## config.mk

```make
export PLATFORM = sky130hd
export DESIGN_NAME = tap_deck_ctrl
export DESIGN_NICKNAME = d
export VERILOG_FILES = /design/src/rtl/tap_deck_ctrl.sv
export SDC_FILE = /design/constraint.sdc
export NUM_CORES = 1
export LEC_CHECK = 0
export CAP_MARGIN = 0
export CORE_MARGIN = 8
export CORE_UTILIZATION = 43
export DETAILED_ROUTE_END_ITERATION = 8
export PLACE_DENSITY = 0.82
export SLEW_MARGIN = 15
export SYNTH_ARGS = -nofsm -noshare
export SYNTH_HDL_FRONTEND = slang
export SYNTH_SLANG_ARGS = --single-unit
export TNS_END_PERCENT = 10
```

## constraint.sdc

```tcl
create_clock -name clock -period 3.2 [get_ports clock]
set_input_delay 0.96 -clock clock [delete_from_list [all_inputs] [get_ports clock]]
set_output_delay 0.96 -clock clock [all_outputs]
set_load 0.005 [all_outputs]
```

## src/rtl/tap_deck_ctrl.sv

```systemverilog
// Tape-deck controller: shares the tape RAM between host loader and player, and sequences play/stop/rewind/gap.
// Optional build macro TAP_LOOP_EN: at end of image, rewind and keep playing instead of entering DONE.
module tap_deck_ctrl #(
  parameter int unsigned GAP_CYCLES = 3500000,
  parameter int unsigned GAP_W      = 22
) (
  input  logic        clock,
  input  logic        reset_n,
  input  logic        btn_play,
  input  logic        btn_stop,
  input  logic        btn_rewind,
  input  logic        host_req,
  input  logic [15:0] host_addr,
  input  logic [7:0]  host_wdata,
  input  logic        host_clear,
  output logic        host_ack,
  input  logic [15:0] player_addr,
  output logic [7:0]  player_data,
  input  logic        block_done,
  output logic        player_play,
  output logic        player_rewind,
  output logic [15:0] mem_addr,
  output logic [7:0]  mem_wdata,
  output logic        mem_we,
  input  logic [7:0]  mem_rdata,
  output logic [15:0] image_len,
  output logic [1:0]  deck_state
);

  typedef enum logic [1:0] {
    S_IDLE = 2'd0,
    S_RUN  = 2'd1,
    S_GAP  = 2'd2,
    S_DONE = 2'd3
  } state_e;

  localparam logic [GAP_W-1:0] GAP_LOAD = GAP_W'(GAP_CYCLES - 1);

  state_e             state_q, state_d;
  logic               play_q, play_d;
  logic               rewind_q, rewind_d;
  logic [GAP_W-1:0]   gap_q, gap_d;
  logic [15:0]        len_q, len_d;

  logic               host_open;
  logic [16:0]        wr_len17;
  logic [15:0]        wr_len;
  logic [15:0]        len_base;

  // The host owns the RAM only while the player is parked (IDLE or DONE).
  always_comb begin
    host_open   = (state_q == S_IDLE) || (state_q == S_DONE);
    host_ack    = host_req & host_open;
    mem_we      = host_ack;
    mem_addr    = host_ack ? host_addr : player_addr;
    mem_wdata   = host_wdata;
    player_data = mem_rdata;
  end

  // Clear is applied first, so a same-cycle write leaves image_len = host_addr+1.
  always_comb begin
    wr_len17 = {1'b0, host_addr} + 17'd1;
    wr_len   = wr_len17[16] ? 16'hFFFF : wr_len17[15:0];
    len_base = (host_clear && host_open) ? 16'd0 : len_q;
    len_d    = len_base;
    if (host_ack && (wr_len > len_base)) begin
      len_d = wr_len;
    end
  end

  always_comb begin
    state_d  = state_q;
    play_d   = play_q;
    rewind_d = 1'b0;
    gap_d    = gap_q;
    if (btn_rewind) begin
      rewind_d = 1'b1;
      play_d   = 1'b0;
      state_d  = S_IDLE;
    end else if (btn_stop) begin
      // A stop consumes the cycle; it only has an effect while playing.
      if ((state_q == S_RUN) || (state_q == S_GAP)) begin
        play_d  = 1'b0;
        state_d = S_IDLE;
      end
    end else begin
      case (state_q)
        S_IDLE: begin
          if (btn_play && (len_q != 16'd0)) begin
            play_d  = 1'b1;
            state_d = S_RUN;
          end
        end
        S_DONE: begin
          if (btn_play) begin
            rewind_d = 1'b1;
            play_d   = 1'b1;
            state_d  = S_RUN;
          end
        end
        S_RUN: begin
          if (block_done) begin
            play_d  = 1'b0;
            gap_d   = GAP_LOAD;
            state_d = S_GAP;
          end
        end
        S_GAP: begin
          if (gap_q == '0) begin
            if (player_addr >= len_q) begin
`ifdef TAP_LOOP_EN
              rewind_d = 1'b1;
              play_d   = 1'b1;
              state_d  = S_RUN;
`else
              play_d   = 1'b0;
              state_d  = S_DONE;
`endif
            end else begin
              play_d  = 1'b1;
              state_d = S_RUN;
            end
          end else begin
            gap_d = gap_q - 1'b1;
          end
        end
        default: begin
          play_d  = 1'b0;
          state_d = S_IDLE;
        end
      endcase
    end
  end

  always_ff @(posedge clock or negedge reset_n) begin
    if (!reset_n) begin
      state_q  <= S_IDLE;
      play_q   <= 1'b0;
      rewind_q <= 1'b0;
      gap_q    <= '0;
      len_q    <= 16'd0;
    end else begin
      state_q  <= state_d;
      play_q   <= play_d;
      rewind_q <= rewind_d;
      gap_q    <= gap_d;
      len_q    <= len_d;
    end
  end

  assign player_play   = play_q;
  assign player_rewind = rewind_q;
  assign image_len     = len_q;
  assign deck_state    = state_q;

endmodule
```

==> metrics.md, run 1 <==
| Metric | Value |
|---|---|
| Wire per inst | 18.57 microns |
| H-Tree Depth | 2 |
| RR Endpoint | image_len[6] |
| Peak supply drop | 0.2266 mV |
| Max FO, Critical Path | 5 |
| Synth Register Bits | 42 |
| DR vias | 3824 |
| Largest delay share family, worst path | simple AND/OR/NAND/NOR gates |
| M2 GR Usage | 34.39% |
| R2r worst-path depth | 13 |
| Worst-Skew Late Latency | 0.30 ns |
| Worst R2R Setup Slack | 0.03 ns |
| CP Buf/Inv Count | 3 |
| Critical Path Sink Type | flop |
| Die Span X | 107.5 microns |
| Hold Path Sink | gap_q[5] |
| DR iter-0 viols | 226 |
| Root Buffer | clkbuf_8 |
| Final RePlAce weighted congestion | 0.9055 |
| Die height | 107.5 microns |
| Grt ovf | 0 |
| Synth warnings | 0 |
| Ys flop type | dfrtp_1 |
| Failing checks | negative setup slack |
| Clock skew | 0.01333 ns |
| Initial Util | 44.08% |
| Count of pins over their slew limit | 0 |
| RSZ-0062 raised after global routing | yes |
| WHS | 0.4976 ns |
| CP arrival | 3.73 ns |
| Final Hold Viols | 0 |
| Fmax | 281.6 MHz |
| Crit-path max cell delay | 0.33 ns |
| Port buffer count | 77 |
| First-pass GRT wire length | 18.73 mm |
| CTS Buffer Depth | 2 |
| Final #Nets | 650 |
| Slew headroom | 36.69% |
| Vias in the first global route | 3878 |
| Layout area overhead | 44.31% |
| Largest net degree at the start of global routing | 43 |
| Num ports | 110 |
| Remaining DRCs | 0 |
| Final setup viols | 23 |
| Routing usage on met3 | 3.533% |
| Total Neg Setup Slack | -5.931 ns |
| Antenna cells | 0 |
| Post-synth net total | 535 |
| Core region area | 0.008175 sq mm |
| Clk pin slew, worst setup/hold paths | 0.09 ns |
| Inserted Clock Buffers | 5 |
| Slew at the pin closest to its max-slew limit | 0.9497 ns |
| Worst hold path class | flop to flop |
| DP HPWL | 8.992 mm |
| Sequential share of the synthesized area | 29.17% |
| Netlist cell types | 53 |
| Slowest cell on crit path | mux2_4 |
| Setup CP Type | input port to flop |
| Power Density | 423.8 mW/mm^2 |
| Syn_area_per_cell | 8.171 sq um |
| Status | complete, but fails checks |
| Hold_buf cts | 0 |
| R2R Path Start | deck_state[1] |
| Post-synth EDFFs | 0 |
| Most frequent cells in the layout | 82 x nand2_1, 49 x clkdlybuf4s50_1, 48 x buf_4 |
| Final WS setup | -0.3517 ns |
| Leak Pwr | 2.245 nW |
| Worst hold start | gap_q[5] |
| CP Launch Type | input port |
| Max-capacitance violation count | 0 |
| Share of cells above drive strength 1 | 23.52% |
| Global routing's busiest layer | met2 |
| GR Layer Usage met1 | 23.99% |
| Fin crit period | 3.552 ns |
| Total track usage | 19.70% |
| Via/cell ratio | 5.776 |
| Drt total wl | 12.29 mm |
| Crit-path cells | buf_6 > and4_4 > nand4_1 > buf_4 > nor2_4 > nand3_2 > mux2_4 > ha_4 > nand4_1 > buf_4 > nor2_4 > o21ai_4 > a21oi_4 > mux2_4 |
| Initial antenna violation count | 0 |
| Hold Path Depth | 1 |
| Worst Path Required | 3.38 ns |
| Period utilization | 111.0% |
| Post-Synthesis Cells | 441 |
| Ys async rst share | 100.0% |
| Die area | 0.01157 sq mm |
| Drt pass-1 iters | 4 |
| Post-route ant nets | 0 |
| Commonest non-fill, non-tap cell in the layout | nand2_1 |
| Synth Cell Area | 0.003603 sq mm |
| Fillers | 615 |
| Pwr Total | 2.204 mW |
| CTS tree | built |
| Placement Rows | 33 |
| Clock sinks | 42 |
-- worst reg2reg max path: stages (launching register included) --
cell and delay [ns]:
dfrtp_1 0.44, inv_1 0.09, ha_1 0.33, nand2b_1 0.22, buf_12 0.16, and2_1 0.18
inv_1 0.08, ha_4 0.28, nand4_1 0.16, buf_4 0.21, nor2_4 0.13, o21ai_4 0.10
a21oi_4 0.32, mux2_4 0.33
-- registers in the layout, indices dropped and copies added, names as in the netlist --
register       count
deck_state         2
gap_q             22
image_len         16
player_play        1
player_rewind      1
-- how the worst max path moves through the flow --
stage,startpoint,endpoint,slack [ns],cells past startpoint
final,host_addr[4],image_len[6],-0.35,14
after global placement,host_addr[4],image_len[1],-0.84,12
after detailed placement,host_addr[4],image_len[15],-0.96,12
after floorplan,host_addr[4],image_len[14],-0.36,11
after CTS,host_addr[3],image_len[15],-0.18,13
after global routing,host_addr[4],image_len[6],-0.39,15
-- synthesized netlist by cell type (4+ instances only) --
library cell	number	share of area [%]
nand2_1	86	9.0
dfrtp_1	42	29
ha_1	38	13
inv_1	32	3.3
a21oi_1	23	3.2
nand3_1	19	2.6
buf_4	17	3.5
nor2_1	17	1.8
o21ai_0	16	2.2
nand4_1	15	2.6
nor3_1	11	1.5
xnor2_1	11	2.7
xor2_1	11	2.7
mux2_2	10	3.1
and2_1	8	1.4
clkbuf_1	8	0.83
nand2b_1	6	1.0
nor4_1	6	1.0
or3_1	6	1.0
or4_1	5	1.0
a221o_1	4	1.1
and4_1	4	0.97
o2bb2ai_1	4	0.97
-- kinds of logic after synthesis --
group | share of synthesized area, %
AOI/OAI and AO/OA | 13.13
adders and majority gates | 13.19
and+or+nand+nor | 27.43
DFF | 29.17
buffers and inverters | 8.055
muxes | 3.681
xor gates and xnor gates | 5.347
-- routing by layer --
metal  routed length, microns  up-vias
met1                     4918     1836
met2                     6112      172
met4                      365        0
met5                        0        -
met3                      897       40
li1                         -     1776
-- timing repair --
action	CTS	global route
setup endpoints to repair	34	24
pin swaps	17	20
cloned	1	0
buffers inserted	9	6
resized for setup	78	30
-- layout make-up --
type                       count  area (sq um)  share of cell area (%)
multi-input combinational    340          2575                   49.52
timing repair buffer         134          1224                   23.53
sequential                    42          1051                   20.21
tap                          105         131.4                   2.526
inverter                      33         125.1                   2.406
clock buffer                   5         68.82                   1.323
clock inverter                 3         25.02                  0.4812
-- through the flow --
| stage | cells | utilization [%] | instance area (sq um) | setup WS [ns] |
|---|---|---|---|---|
| finish | 662 | 63.61 | 5200 | -0.3517 |
| global route | 662 | 63.61 | 5200 | -0.3878 |
| CTS | 657 | 61.83 | 5055 | -0.1843 |
| detailed placement | 639 | 58.49 | 4782 | -0.9593 |
| global placement | 639 | 58.49 | 4782 | -0.8389 |
| floorplan | 441 | - | 3746 | -0.3600 |
-- where the power goes --
part / internal [mW] / switching (mW)
Combinational: 0.527 / 0.500
Clock: 0.158 / 0.205
Sequential: 0.661 / 0.152
Power figures use the tool's default switching activity.
==> inputs of run 2 (changes only) <==
--- a/config.mk
+++ b/config.mk
@@ -6,7 +6,6 @@
 export NUM_CORES = 1
 export LEC_CHECK = 0
 export CAP_MARGIN = 0
-export CORE_MARGIN = 8
 export CORE_UTILIZATION = 43
 export DETAILED_ROUTE_END_ITERATION = 8
 export PLACE_DENSITY = 0.82
==> run 2 against run 1 <==
Effect of this change:
- the run still ends with negative setup slack left
- largest power group unchanged
- combinational power barely moved
- largest cell class unchanged
- highest routed layer unchanged
- worst hold slack improved by 0.0057 ns
- fmax rose by 1.0%
==> metrics.md, run 2 (synthesis gave the netlist of run 1 again) <==
| Metric | Value |
|---|---|
| Slew headroom | 35.55% (-1.1 points) |
| Antenna cells | 0 (unchanged) |
| Fin crit period | 3.516 ns (-0.03558 ns) |
| Period utilization | 109.9% (-1.1 points) |
| Total track usage | 25.74% (+6.0 points) |
| Remaining DRCs | 0 (unchanged) |
| Die Span X | 93.55 microns (-13%) |
| Worst hold start | gap_q[0] |
| Power Density | 423.1 mW/mm^2 (-0.17%) |
| Inserted Clock Buffers | 5 (unchanged) |
| R2R Path Start | deck_state[0] |
| Drt pass-1 iters | 5 (+1) |
| CTS Buffer Depth | 2 (unchanged) |
| Placement Rows | 33 (unchanged) |
| Hold_buf cts | 0 (unchanged) |
| Clock sinks | 42 (unchanged) |
| Die height | 93.55 microns (-13%) |
| Fmax | 284.4 MHz (+1.0%) |
| Layout area overhead | 44.06% |
| Grt ovf | 0 (unchanged) |
| Crit-path max cell delay | 0.47 ns (+0.14 ns) |
| Initial antenna violation count | 0 (unchanged) |
| Largest net degree at the start of global routing | 43 (unchanged) |
| Post-placement setup slack | -0.9419 ns (+0.01732 ns) |
| Final #Nets | 650 (unchanged) |
| Drt total wl | 11.53 mm (-6.2%) |
| CTS tree | built |
| Wire per inst | 17.41 microns (-6.2%) |
| Peak supply drop | 0.2017 mV (-11%) |
| Max reg flops | 22 (unchanged) |
| Count of pins over their slew limit | 0 (unchanged) |
| Fillers | 630 (+2.4%) |
| Worst-Skew Late Latency | 0.30 ns (about the same) |
| Vias in the first global route | 3598 (-7.2%) |
| Area of the multi-input gates | 0.002540 sq mm (-1.4%) |
| Hold Path Depth | 1 (unchanged) |
| Largest delay share family, worst path | compound AO/OA/AOI/OAI gates |
| Clock skew | 0.005795 ns (-0.007530 ns) |
| R2r worst-path depth | 13 (unchanged) |
| Final Hold Viols | 0 (unchanged) |
| Worst Path Required | 3.39 ns (about the same) |
| Leak Pwr | 2.292 nW (+2.1%) |
| Setup CP Type | input port to flop |
| CP Launch Type | input port |
| Die area | 0.008751 sq mm (-24%) |
| Final setup viols | 29 (+26%) |
| CP Buf/Inv Count | 5 (+2) |
| DR iter-0 viols | 273 (+21%) |
| Share of cells above drive strength 1 | 22.62% (-0.90 points) |
| Max-capacitance violation count | 0 (unchanged) |
| Most frequent cells in the layout | 84 x nand2_1, 55 x clkdlybuf4s50_1, 51 x buf_4 |
| Commonest non-fill, non-tap cell in the layout | nand2_1 |
| Reg area | 0.001051 sq mm (unchanged) |
| Port buffer count | 77 (unchanged) |
| Largest Register | gap_q |
| Clk pin slew, worst setup/hold paths | 0.09 ns (about the same) |
| Initial Util | 44.08% (unchanged) |
| Core Util, Final | 63.50% (-0.11 points) |
| Critical Path Sink Type | flop |
| Root Buffer | clkbuf_8 |
| Final WS setup | -0.3161 ns (+0.03558 ns) |
| Failing checks | negative setup slack |
| Num ports | 110 (unchanged) |
| First-pass GRT wire length | 17.71 mm (-5.4%) |
| Slowest cell on crit path | a2111oi_4 |
| WHS | 0.5032 ns (+0.005660 ns) |
| Slew at the pin closest to its max-slew limit | 0.9668 ns (+0.01707 ns) |
| Status | complete, but fails checks |
| Total Neg Setup Slack | -5.997 ns (-0.06572 ns) |
| RR Endpoint | image_len[5] |
| Via/cell ratio | 5.690 (-1.5%) |
| Core region area | 0.008175 sq mm (unchanged) |
| Final RePlAce weighted congestion | 0.9105 (+0.55%) |
| RSZ-0062 raised after global routing | yes |
| CP arrival | 3.71 ns (-0.02 ns) |
| Crit-path cells | buf_6 > and4_4 > buf_4 > nand3_2 > buf_4 > o311ai_1 > o21ai_1 > inv_1 > ha_4 > a21oi_4 > a21oi_2 > a2111oi_4 > a21oi_4 > clkbuf_16 > mux2_4 |
| Worst hold path class | flop to flop |
| DR vias | 3767 (-1.5%) |
| Hold Path Sink | gap_q[0] |
| Worst R2R Setup Slack | -0.04 ns (-0.07 ns) |
| DP HPWL | 8.379 mm (-6.8%) |
| H-Tree Depth | 2 (unchanged) |
| Post-route ant nets | 0 (unchanged) |
| Max FO, Critical Path | 5 (unchanged) |
[run 2: cell count changes in the layout (fill, tap and decap cells not counted), sizes merged]
cell	change
dlygate4sd2	-11
clkdlybuf4s15	-4
or3	+1
clkdlybuf4s50	+6
clkinv	+1
inv	-1
buf	-3
clkbuf	+5
dlymetal6s2s	+7
a21oi	-1
[run 2: power by group]
part	internal, mW	switching, mW	leakage (nW)
logic	0.537	0.489	1.74
registers	0.661	0.154	0.511
clock network	0.154	0.203	0.0441
total	1.35	0.845	2.29
[run 2: layer usage]
| layer | global-route usage [%] | vias up | wire length [microns] |
|---|---|---|---|
| met2 | 43.57 | 137 | 5688 |
| li1 | - | 1777 | - |
| met3 | 2.602 | 23 | 680 |
| met5 | 0 | - | 0 |
| met4 | 5.000 | 0 | 137 |
| met1 | 35.67 | 1830 | 5022 |
[run 2: area by class of cell]
| type | instances | area share, % |
|---|---|---|
| inverters | 33 | 2.410 |
| repair buffers | 134 | 24.15 |
| multi-input cells | 340 | 48.93 |
| flip-flops and latches | 42 | 20.25 |
| well taps | 105 | 2.531 |
| clock buffers | 5 | 1.326 |
| clock inverters | 3 | 0.4097 |
[run 2: repair_timing]
item	in CTS	in global routing
pin swaps	5	16
resized for setup	18	59
endpoints found under the setup margin	34	29
gates cloned	0	2
buffers inserted	2	5
[run 2: worst max-delay path by stage]
stage	endpoint	startpoint	slack [ns]	cells past startpoint
final	image_len[5]	host_addr[3]	-0.32	15
after global routing	image_len[5]	host_addr[3]	-0.36	14
after CTS	image_len[1]	host_addr[5]	-0.55	13
after detailed placement	image_len[1]	host_addr[4]	-0.94	12
after global placement	image_len[15]	host_addr[4]	-0.83	12
after floorplan	image_len[14]	host_addr[4]	-0.36	11
[run 2: metrics by stage]
stage	area [sq um]	cells	power, mW
6_report	5191	662	2.196
5_1_grt	5191	662	2.338
4_1_cts	4972	655	2.122
3_5_place_dp	4827	645	1.747
3_3_place_gp	4827	645	1.698
2_1_floorplan	3746	441	1.306
